## config.mk

```make
export PLATFORM = sky130hd
export DESIGN_NAME = psram_wb_arbiter
export DESIGN_NICKNAME = d
export VERILOG_FILES = /design/src/rtl/psram_wb_arbiter.sv
export SDC_FILE = /design/constraint.sdc
export NUM_CORES = 1
export LEC_CHECK = 0
export CAP_MARGIN = 20
export CORE_AREA = 2 2 122 124
export CTS_BUF_LIST = sky130_fd_sc_hd__clkbuf_8
export DETAILED_ROUTE_END_ITERATION = 7
export DIE_AREA = 0 0 124 126
export PLACE_DENSITY = 0.53
export SYNTH_ARGS = -nofsm -noshare
export SYNTH_HDL_FRONTEND = slang
export SYNTH_SLANG_ARGS = --single-unit
export TNS_END_PERCENT = 20
```

## constraint.sdc

```tcl
create_clock -name clk_i -period 3.5 [get_ports clk_i]
set_input_delay 0.7 -clock clk_i [delete_from_list [all_inputs] [get_ports clk_i]]
set_output_delay 0.7 -clock clk_i [all_outputs]
set_load 0.01 [all_outputs]
```

## src/rtl/psram_wb_arbiter.sv

```systemverilog
// psram_wb_arbiter: two Wishbone masters sharing one PSRAM controller slave port.
// Round-robin or fixed m0 priority, the bus stays locked to the owner while its
// cyc_i is high, and an ack watchdog ends a hung PSRAM access with err.
// The watchdog counter width TW must satisfy 2**TW > TIMEOUT.
module psram_wb_arbiter #(
   parameter int AW      = 32,
   parameter int DW      = 32,
   parameter int PRIO_M0 = 0,
   parameter int TIMEOUT = 256,
   parameter int TW      = 9
) (
   input  logic            clk_i,
   input  logic            rst_i,
   // master 0
   input  logic            m0_cyc_i,
   input  logic            m0_stb_i,
   input  logic            m0_we_i,
   input  logic [AW-1:0]   m0_adr_i,
   input  logic [DW-1:0]   m0_dat_i,
   input  logic [DW/8-1:0] m0_sel_i,
   output logic [DW-1:0]   m0_dat_o,
   output logic            m0_ack_o,
   output logic            m0_err_o,
   // master 1
   input  logic            m1_cyc_i,
   input  logic            m1_stb_i,
   input  logic            m1_we_i,
   input  logic [AW-1:0]   m1_adr_i,
   input  logic [DW-1:0]   m1_dat_i,
   input  logic [DW/8-1:0] m1_sel_i,
   output logic [DW-1:0]   m1_dat_o,
   output logic            m1_ack_o,
   output logic            m1_err_o,
   // shared slave port
   output logic            s_cyc_o,
   output logic            s_stb_o,
   output logic            s_we_o,
   output logic [AW-1:0]   s_adr_o,
   output logic [DW-1:0]   s_dat_o,
   output logic [DW/8-1:0] s_sel_o,
   input  logic [DW-1:0]   s_dat_i,
   input  logic            s_ack_i,
   // status
   output logic            busy_o,
   output logic            owner_o
);

   localparam int SW = DW / 8;

   // Last watchdog count before abort; unused (and forced to zero) when disabled.
   localparam logic [TW-1:0] WDOG_LAST = (TIMEOUT == 0) ? '0 : TW'(TIMEOUT - 1);

   typedef enum logic [1:0] {
      ST_IDLE  = 2'd0,
      ST_BUSY  = 2'd1,
      ST_ABORT = 2'd2
   } state_t;

   state_t          state_reg, state_next;
   logic            owner_reg, owner_next;
   logic [TW-1:0]   wdog_reg, wdog_next;

   // Master inputs gathered into index-able arrays so the owner mux is a plain select.
   logic [1:0]      m_cyc, m_stb, m_we, req;
   logic [AW-1:0]   m_adr [2];
   logic [DW-1:0]   m_dat [2];
   logic [SW-1:0]   m_sel [2];

   assign m_cyc    = {m1_cyc_i, m0_cyc_i};
   assign m_stb    = {m1_stb_i, m0_stb_i};
   assign m_we     = {m1_we_i,  m0_we_i};
   assign m_adr[0] = m0_adr_i;
   assign m_adr[1] = m1_adr_i;
   assign m_dat[0] = m0_dat_i;
   assign m_dat[1] = m1_dat_i;
   assign m_sel[0] = m0_sel_i;
   assign m_sel[1] = m1_sel_i;
   assign req      = m_cyc & m_stb;

   logic in_busy, own_cyc, own_stb, xfer_ack, wdog_hit;

   assign in_busy = (state_reg == ST_BUSY);
   assign own_cyc = m_cyc[owner_reg];
   assign own_stb = m_stb[owner_reg];

   // Slave side follows the owner only while BUSY; IDLE and ABORT present an idle bus.
   assign s_cyc_o = in_busy & own_cyc;
   assign s_stb_o = in_busy & own_cyc & own_stb;
   assign s_we_o  = in_busy & m_we[owner_reg];
   assign s_adr_o = in_busy ? m_adr[owner_reg] : '0;
   assign s_dat_o = in_busy ? m_dat[owner_reg] : '0;
   assign s_sel_o = in_busy ? m_sel[owner_reg] : '0;

   // An ack only counts against a live strobe, so late acks in IDLE/ABORT vanish here.
   assign xfer_ack = s_stb_o & s_ack_i;

   // Timeout fires on the last allowed waiting cycle; an ack on that same cycle wins.
   assign wdog_hit = (TIMEOUT != 0) && s_stb_o && !s_ack_i && (wdog_reg == WDOG_LAST);

   // Per-master return path: ack/err steered to the owner, read data broadcast.
   logic [1:0]    ack_vec, err_vec;
   logic [DW-1:0] rdat_vec [2];

   genvar gi;
   generate
      for (gi = 0; gi < 2; gi++) begin : g_master
         assign ack_vec[gi]  = xfer_ack & (owner_reg == 1'(gi)) & m_stb[gi];
         assign err_vec[gi]  = wdog_hit & (owner_reg == 1'(gi));
         // Read data is held at zero while reset is asserted.
         assign rdat_vec[gi] = rst_i ? s_dat_i : '0;
      end
   endgenerate

   assign m0_ack_o = ack_vec[0];
   assign m1_ack_o = ack_vec[1];
   assign m0_err_o = err_vec[0];
   assign m1_err_o = err_vec[1];
   assign m0_dat_o = rdat_vec[0];
   assign m1_dat_o = rdat_vec[1];

   assign busy_o  = (state_reg != ST_IDLE);
   assign owner_o = owner_reg;

   // State, owner and watchdog registers; owner resets to 1 so m0 wins the first tie.
   always_ff @(posedge clk_i or negedge rst_i) begin
      if (!rst_i) begin
         state_reg <= ST_IDLE;
         owner_reg <= 1'b1;
         wdog_reg  <= '0;
      end else begin
         state_reg <= state_next;
         owner_reg <= owner_next;
         wdog_reg  <= wdog_next;
      end
   end

   // Grant decision, bus-lock release, watchdog counting and abort handling.
   always_comb begin
      state_next = state_reg;
      owner_next = owner_reg;
      wdog_next  = '0;
      unique case (state_reg)
         ST_IDLE: begin
            if (req != 2'b00) begin
               state_next = ST_BUSY;
               if (req == 2'b11) begin
                  // Tie: fixed priority to m0, otherwise whoever did not own last.
                  owner_next = (PRIO_M0 != 0) ? 1'b0 : ~owner_reg;
               end else begin
                  owner_next = req[1];
               end
            end
         end
         ST_BUSY: begin
            if (!own_cyc) begin
               // Owner released the bus (normally or mid-transfer).
               state_next = ST_IDLE;
            end else if (wdog_hit) begin
               state_next = ST_ABORT;
            end else if ((TIMEOUT != 0) && s_stb_o && !s_ack_i) begin
               wdog_next = wdog_reg + 1'b1;
            end
         end
         ST_ABORT: begin
            // Slave is ignored; wait for the owner to give up the cycle.
            if (!own_cyc) begin
               state_next = ST_IDLE;
            end
         end
         default: begin
            state_next = ST_IDLE;
         end
      endcase
   end

endmodule

```

## After elaboration in Yosys (flattened, before gate mapping)

Cells that the tools add are included.
W data, S select, Z words.

| operators by class | value |
|---|---|
| add/subtract/negate cells | 1 |
| magnitude comparators | 2 |
| eq/ne operators | 7 |
| mux-type cells | 29 |
| bitwise gates (word level) | 13 |
| reductions and logical operators | 8 |

Operator list:

| cell | count |
|---|---|
| $mux W32 | 9 |
| $mux W9 | 4 |
| $mux W4 | 4 |
| $and A1 B1 Y1 | 10 |
| $add A9 B1 Y9 const B | 1 |
| $eq A9 B8 Y1 const B | 1 |
| $mux W2 | 4 |
| $mux W1 | 7 |
| $pmux W2 S3 | 1 |
| $eq A2 B2 Y1 const B | 2 |
| $ne A2 B2 Y1 const B | 2 |
| $reduce_bool A2 Y1 | 2 |
| $ne A3 B2 Y1 const B | 1 |
| $reduce_and A3 Y1 | 1 |
| $and A2 B2 Y2 | 1 |
| $eq A2 B1 Y1 const B | 1 |
| $ge A2 B2 Y1 const B | 1 |
| $logic_and A1 B1 Y1 | 2 |
| $logic_not A2 Y1 | 1 |
| $lt A1 B2 Y1 const B | 1 |
| $not A1 Y2 | 1 |
| $reduce_and A2 Y1 | 1 |
| $logic_not A1 Y1 | 1 |
| $not A1 Y1 | 1 |

| storage, ports and cells | value |
|---|---|
| register bits after elaboration | 12 |

## Depth between registers and ports, before layout

| logic depth | value |
|---|---|
| word-level depth | 9 |
| mapped depth | 8 |

## Least setup slack after synthesis

No wires, ideal clock.

| timing | value |
|---|---|
| path type | register -> output |
| start point | register owner_reg (netlist: owner_o) |
| end point | output port m1_err_o |
| arrival time | 1.521 ns |
| slack | 1.279 ns |
| cell stages (with the launch flop) | 6 |
| cell sequence | dfstp_2 -> buf_2 -> buf_2 -> buf_2 -> nand2_1 -> nor3_1 |

| between the ends | value |
|---|---|
| word-level cells in the longest chain between the ends | 7 |
| elaborated cells on any way between the ends | 9 |

RTL lines:

| what | line | source |
|---|---|---|
| start, declared | 60 | `logic owner_reg, owner_next;` |
| start signal, assigned | 132 | `owner_reg <= owner_next;` |
| $mux W1 (implied by the code) (2 in series) | 83 | `assign own_cyc = m_cyc[owner_reg];` |
| $and A1 B1 Y1 (2 in series) | 88 | `assign s_stb_o = in_busy & own_cyc & own_stb;` |
| $logic_and A1 B1 Y1 (2 in series) | 98 | `assign wdog_hit = (TIMEOUT != 0) && s_stb_o && !s_ack_i && (wdog_reg == WDOG_LAST);` |
| $and A1 B1 Y1 * | 108 | `assign err_vec[gi] = wdog_hit & (owner_reg == 1'(gi));` |
| end, declared | 33 | `output logic m1_err_o,` |

Mark *: on every way between the ends. The rest lies on a longest branch, timed or not. The select of a mux whose other input is x is not followed.

## Worst setup path in the final report

| timing | value |
|---|---|
| start point | input port m1_cyc_i |
| end point | output port m0_err_o |

| between the ends | value |
|---|---|
| word-level cells in the longest chain between the ends | 7 |

RTL lines:

| what | line | source |
|---|---|---|
| start, declared | 25 | `input logic m1_cyc_i,` |
| $mux W1 (implied by the code) (2 in series) | 83 |  |
| $and A1 B1 Y1 (2 in series) | 88 |  |
| $logic_and A1 B1 Y1 (2 in series) | 98 |  |
| $and A1 B1 Y1 | 108 |  |
| end, declared | 23 | `output logic m0_err_o,` |

No other way between the ends. The select of a mux whose other input is x is not followed.

==> metrics <==
status=finished, final reports clean; Peak VDD IR=approximately 0.26 mV; Syn Nets=roughly 470; Yosys reg bits=12; CP Launch Type=input port; critical path type=in -> out; design area=approximately 5300 µm²; CP Buf/Inv Count=2; number of cells on the critical path=5; post-synthesis xor/xnor area fraction=under 10%; crit path to=m0_err_o; post-synthesis sequential area ratio=around 14%; Die W=124 µm; Comb power frac=between 80% and 90%; Post-CTS Resized=0; routed length per instance=approximately 15 µm; Max Buffers Root-to-Sink=2; nets@finish=around 750; Final Power=2250 µW; Slew Viols, Final=0; die area=~16,000 µm²; r2r setup slk=about 1.3 ns; fmax=roughly 320 MHz; Slew @ Worst Pin=0.540 ns; number of iterations in the first detailed-routing pass=4; post-synthesis mux area share=between 30% and 40%; Clk network pwr share=approximately 5.5%; top_reg_cell synth=dfrtp_1; GRT Overall Usage=about an eighth; placed cell areas=~5300 µm²; reg2reg end=wdog_reg[6]$_DFF_PN0_; Synth Area in Adders=about 1.2%; Pwr Density=roughly 420 nW/µm²; crit-path most repeated cell=clkdlybuf4s50_1; Synth Area in Simple Gates=between 20% and 30%; multi-input logic area=between 1000 and 1500 µm²; TNS Setup=0 ns; diode count=0; final non-filler cell total=752; layout cell share with drive strength beyond 1=between 3 and 4%; CP Max Fanout=5; warnings from Yosys=0; Crit path max-delay family=buffers and inverters; Tmin final=a little over 3 ns; unrepaired setup endpoints after global routing=false; CTS tree=yes; combinational family with the most area after synthesis=multiplexers; HP Class=reg -> reg; Largest register FFs=9; dpl hpwl=between 9000 and 10,000 µm; core area=~14,000 µm²; GRT overflow=0; clk sinks=12; via count=between 2,000 and 3,000; final setup vio count=0; max cap viols=0; worst path cell trace=clkdlybuf4s50_1, mux2_2, nand2_1, nor4_1, clkdlybuf4s50_1; largest net degree at the start of global routing=45; Placed Cells=roughly 750; Syn-to-layout area delta=147%; Post-synth EDFFs=0; Leak=approximately 0.0022 µW; crit end category=primary output; mean area per synthesized cell=about 7.3 µm²; P_sw=roughly 940 µW; RR Startpoint=state_reg[1]$_DFFE_PN0P_; DR vias/cell=between 3 and 4; Mapped Area=approximately 2200 µm²; # Post-CTS Setup Buffers=0; sequential power share=under 10%; Worst EP required=2.80 ns; Clk pin slew, worst setup/hold paths=about 0.05 ns; Initial Util=about 15%; critical path launch point=m1_cyc_i; Die Y=about 130 µm; # fillers=approximately 1,500; drt drc=0; clk_lat worst skew=0.24 ns; number of library cell types mapped by synthesis=33; complex-gate fraction of the synthesized area=3.48%; Routed Antenna Nets=0; H-tree levels=1; FP Rows=between 40 and 50; Async S/R FF share, synth=100%; initial antenna violation count=0; commonest non-fill, non-tap cells in the layout=317 x clkdlybuf4s50_1, 75 x nor2_1, 71 x mux2i_1; boundary pin count=318; CTS Hold Bufs=0; # port buffers=about 320; Internal Power=1310 µW; fin crit share=about nine tenths; Synth Instances=roughly 290; Net Sw Frac=roughly two fifths; final core occ=between 30% and 40%; Worst Reg-to-Reg Cells=4; Layout Skew=roughly 0.0032 ns; most common cell after layout, fill and taps aside=clkdlybuf4s50_1; worst path arrival time=roughly 2.4 ns; endpoints failing hold=0; CP peak stage delay=about 0.6 ns; Worst path slowest cell=clkdlybuf4s50_1; Slew HR=between 60% and 70%; first-pass GRT wire length=around 16,000 µm; routability cong.=~0.84; Routed WL=around 12,000 µm; Clock Root Buffer=clkbuf_8; vias in the first global route=a little under 3,000; CTS Buf Count=3; Register Area=roughly 300 µm²; 1st-iter DRT viols=110
## cell type report
| class | instances | area share [%] |
|---|---|---|
| Clock buffer | 3 | 0.775 |
| Clock inverter | 1 | 0.0704 |
| Inverter | 6 | 0.423 |
| Multi-Input combinational cell | 223 | 28.1 |
| Sequential cell | 12 | 5.73 |
| Tap cell | 184 | 4.32 |
| Timing Repair Buffer | 323 | 60.6 |
## logic make-up (layout without fill, tap and decap cells)
group | Yosys count | in the layout
and+or+nand+nor | 135 | 135
muxes | 72 | 72
buffers and inverters | 59 | 333
DFF | 12 | 12
AOI/OAI and AO/OA | 11 | 11
xor gates and xnor gates | 3 | 3
adders and majority gates | 2 | 2
## power groups by stage
stage          Combinational (µW)  Clock [µW]  Sequential, µW
2_1_floorplan                 977           0             168
3_3_place_gp                 1950           0             201
3_5_place_dp                 1940           0             201
4_1_cts                      1960         129             199
5_1_grt                      2090         136             203
6_report                     1930         125             199
## how the worst min path moves through the flow
stage | cells past startpoint | from | end | slack, ns
floorplan | 0 | rst_i | state_reg[0]$_DFFE_PN0P_ | 0.40
global placement | 1 | wdog_reg[0]$_DFF_PN0_ | wdog_reg[0]$_DFF_PN0_ | 0.51
detailed placement | 1 | wdog_reg[0]$_DFF_PN0_ | wdog_reg[0]$_DFF_PN0_ | 0.51
CTS | 1 | wdog_reg[0]$_DFF_PN0_ | wdog_reg[0]$_DFF_PN0_ | 0.52
global route | 1 | wdog_reg[0]$_DFF_PN0_ | wdog_reg[0]$_DFF_PN0_ | 0.54
finish | 1 | wdog_reg[0]$_DFF_PN0_ | wdog_reg[0]$_DFF_PN0_ | 0.52
## per-stage QoR
stage                     setup slack (ns)  hold slack (ns)
after detailed placement             0.400            0.509
after floorplan                       1.28            0.404
after global placement               0.399            0.510
final                                0.385            0.520
after global routing                 0.256            0.544
after CTS                            0.373            0.520
## synth_stat cells, types with 2 or more instances
library cell,number,area [µm²]
and2_1,32,200
nor3_1,2,10.0
or3_1,4,25.0
nor2_2,6,37.5
buf_4,32,240
xor2_1,2,17.5
mux2i_1,71,711
ha_1,2,25.0
a21oi_2,3,26.3
nand2b_1,2,12.5
dfrtp_1,11,275
nand2_1,3,11.3
buf_2,13,65.1
nor2_1,75,282
nand3_1,6,30.0
inv_1,5,18.8
clkbuf_1,7,26.3
o21ai_0,3,15.0
## layer usage
metal	share of wire, %	track usage, %	routed length (µm)
met1	38	15.3	4390
met2	51	24.3	5860
met3	9.3	3.53	1070
met4	1.8	3.17	207
met5	0	0	0
Note: power is estimated with default switching activity, not from simulation.
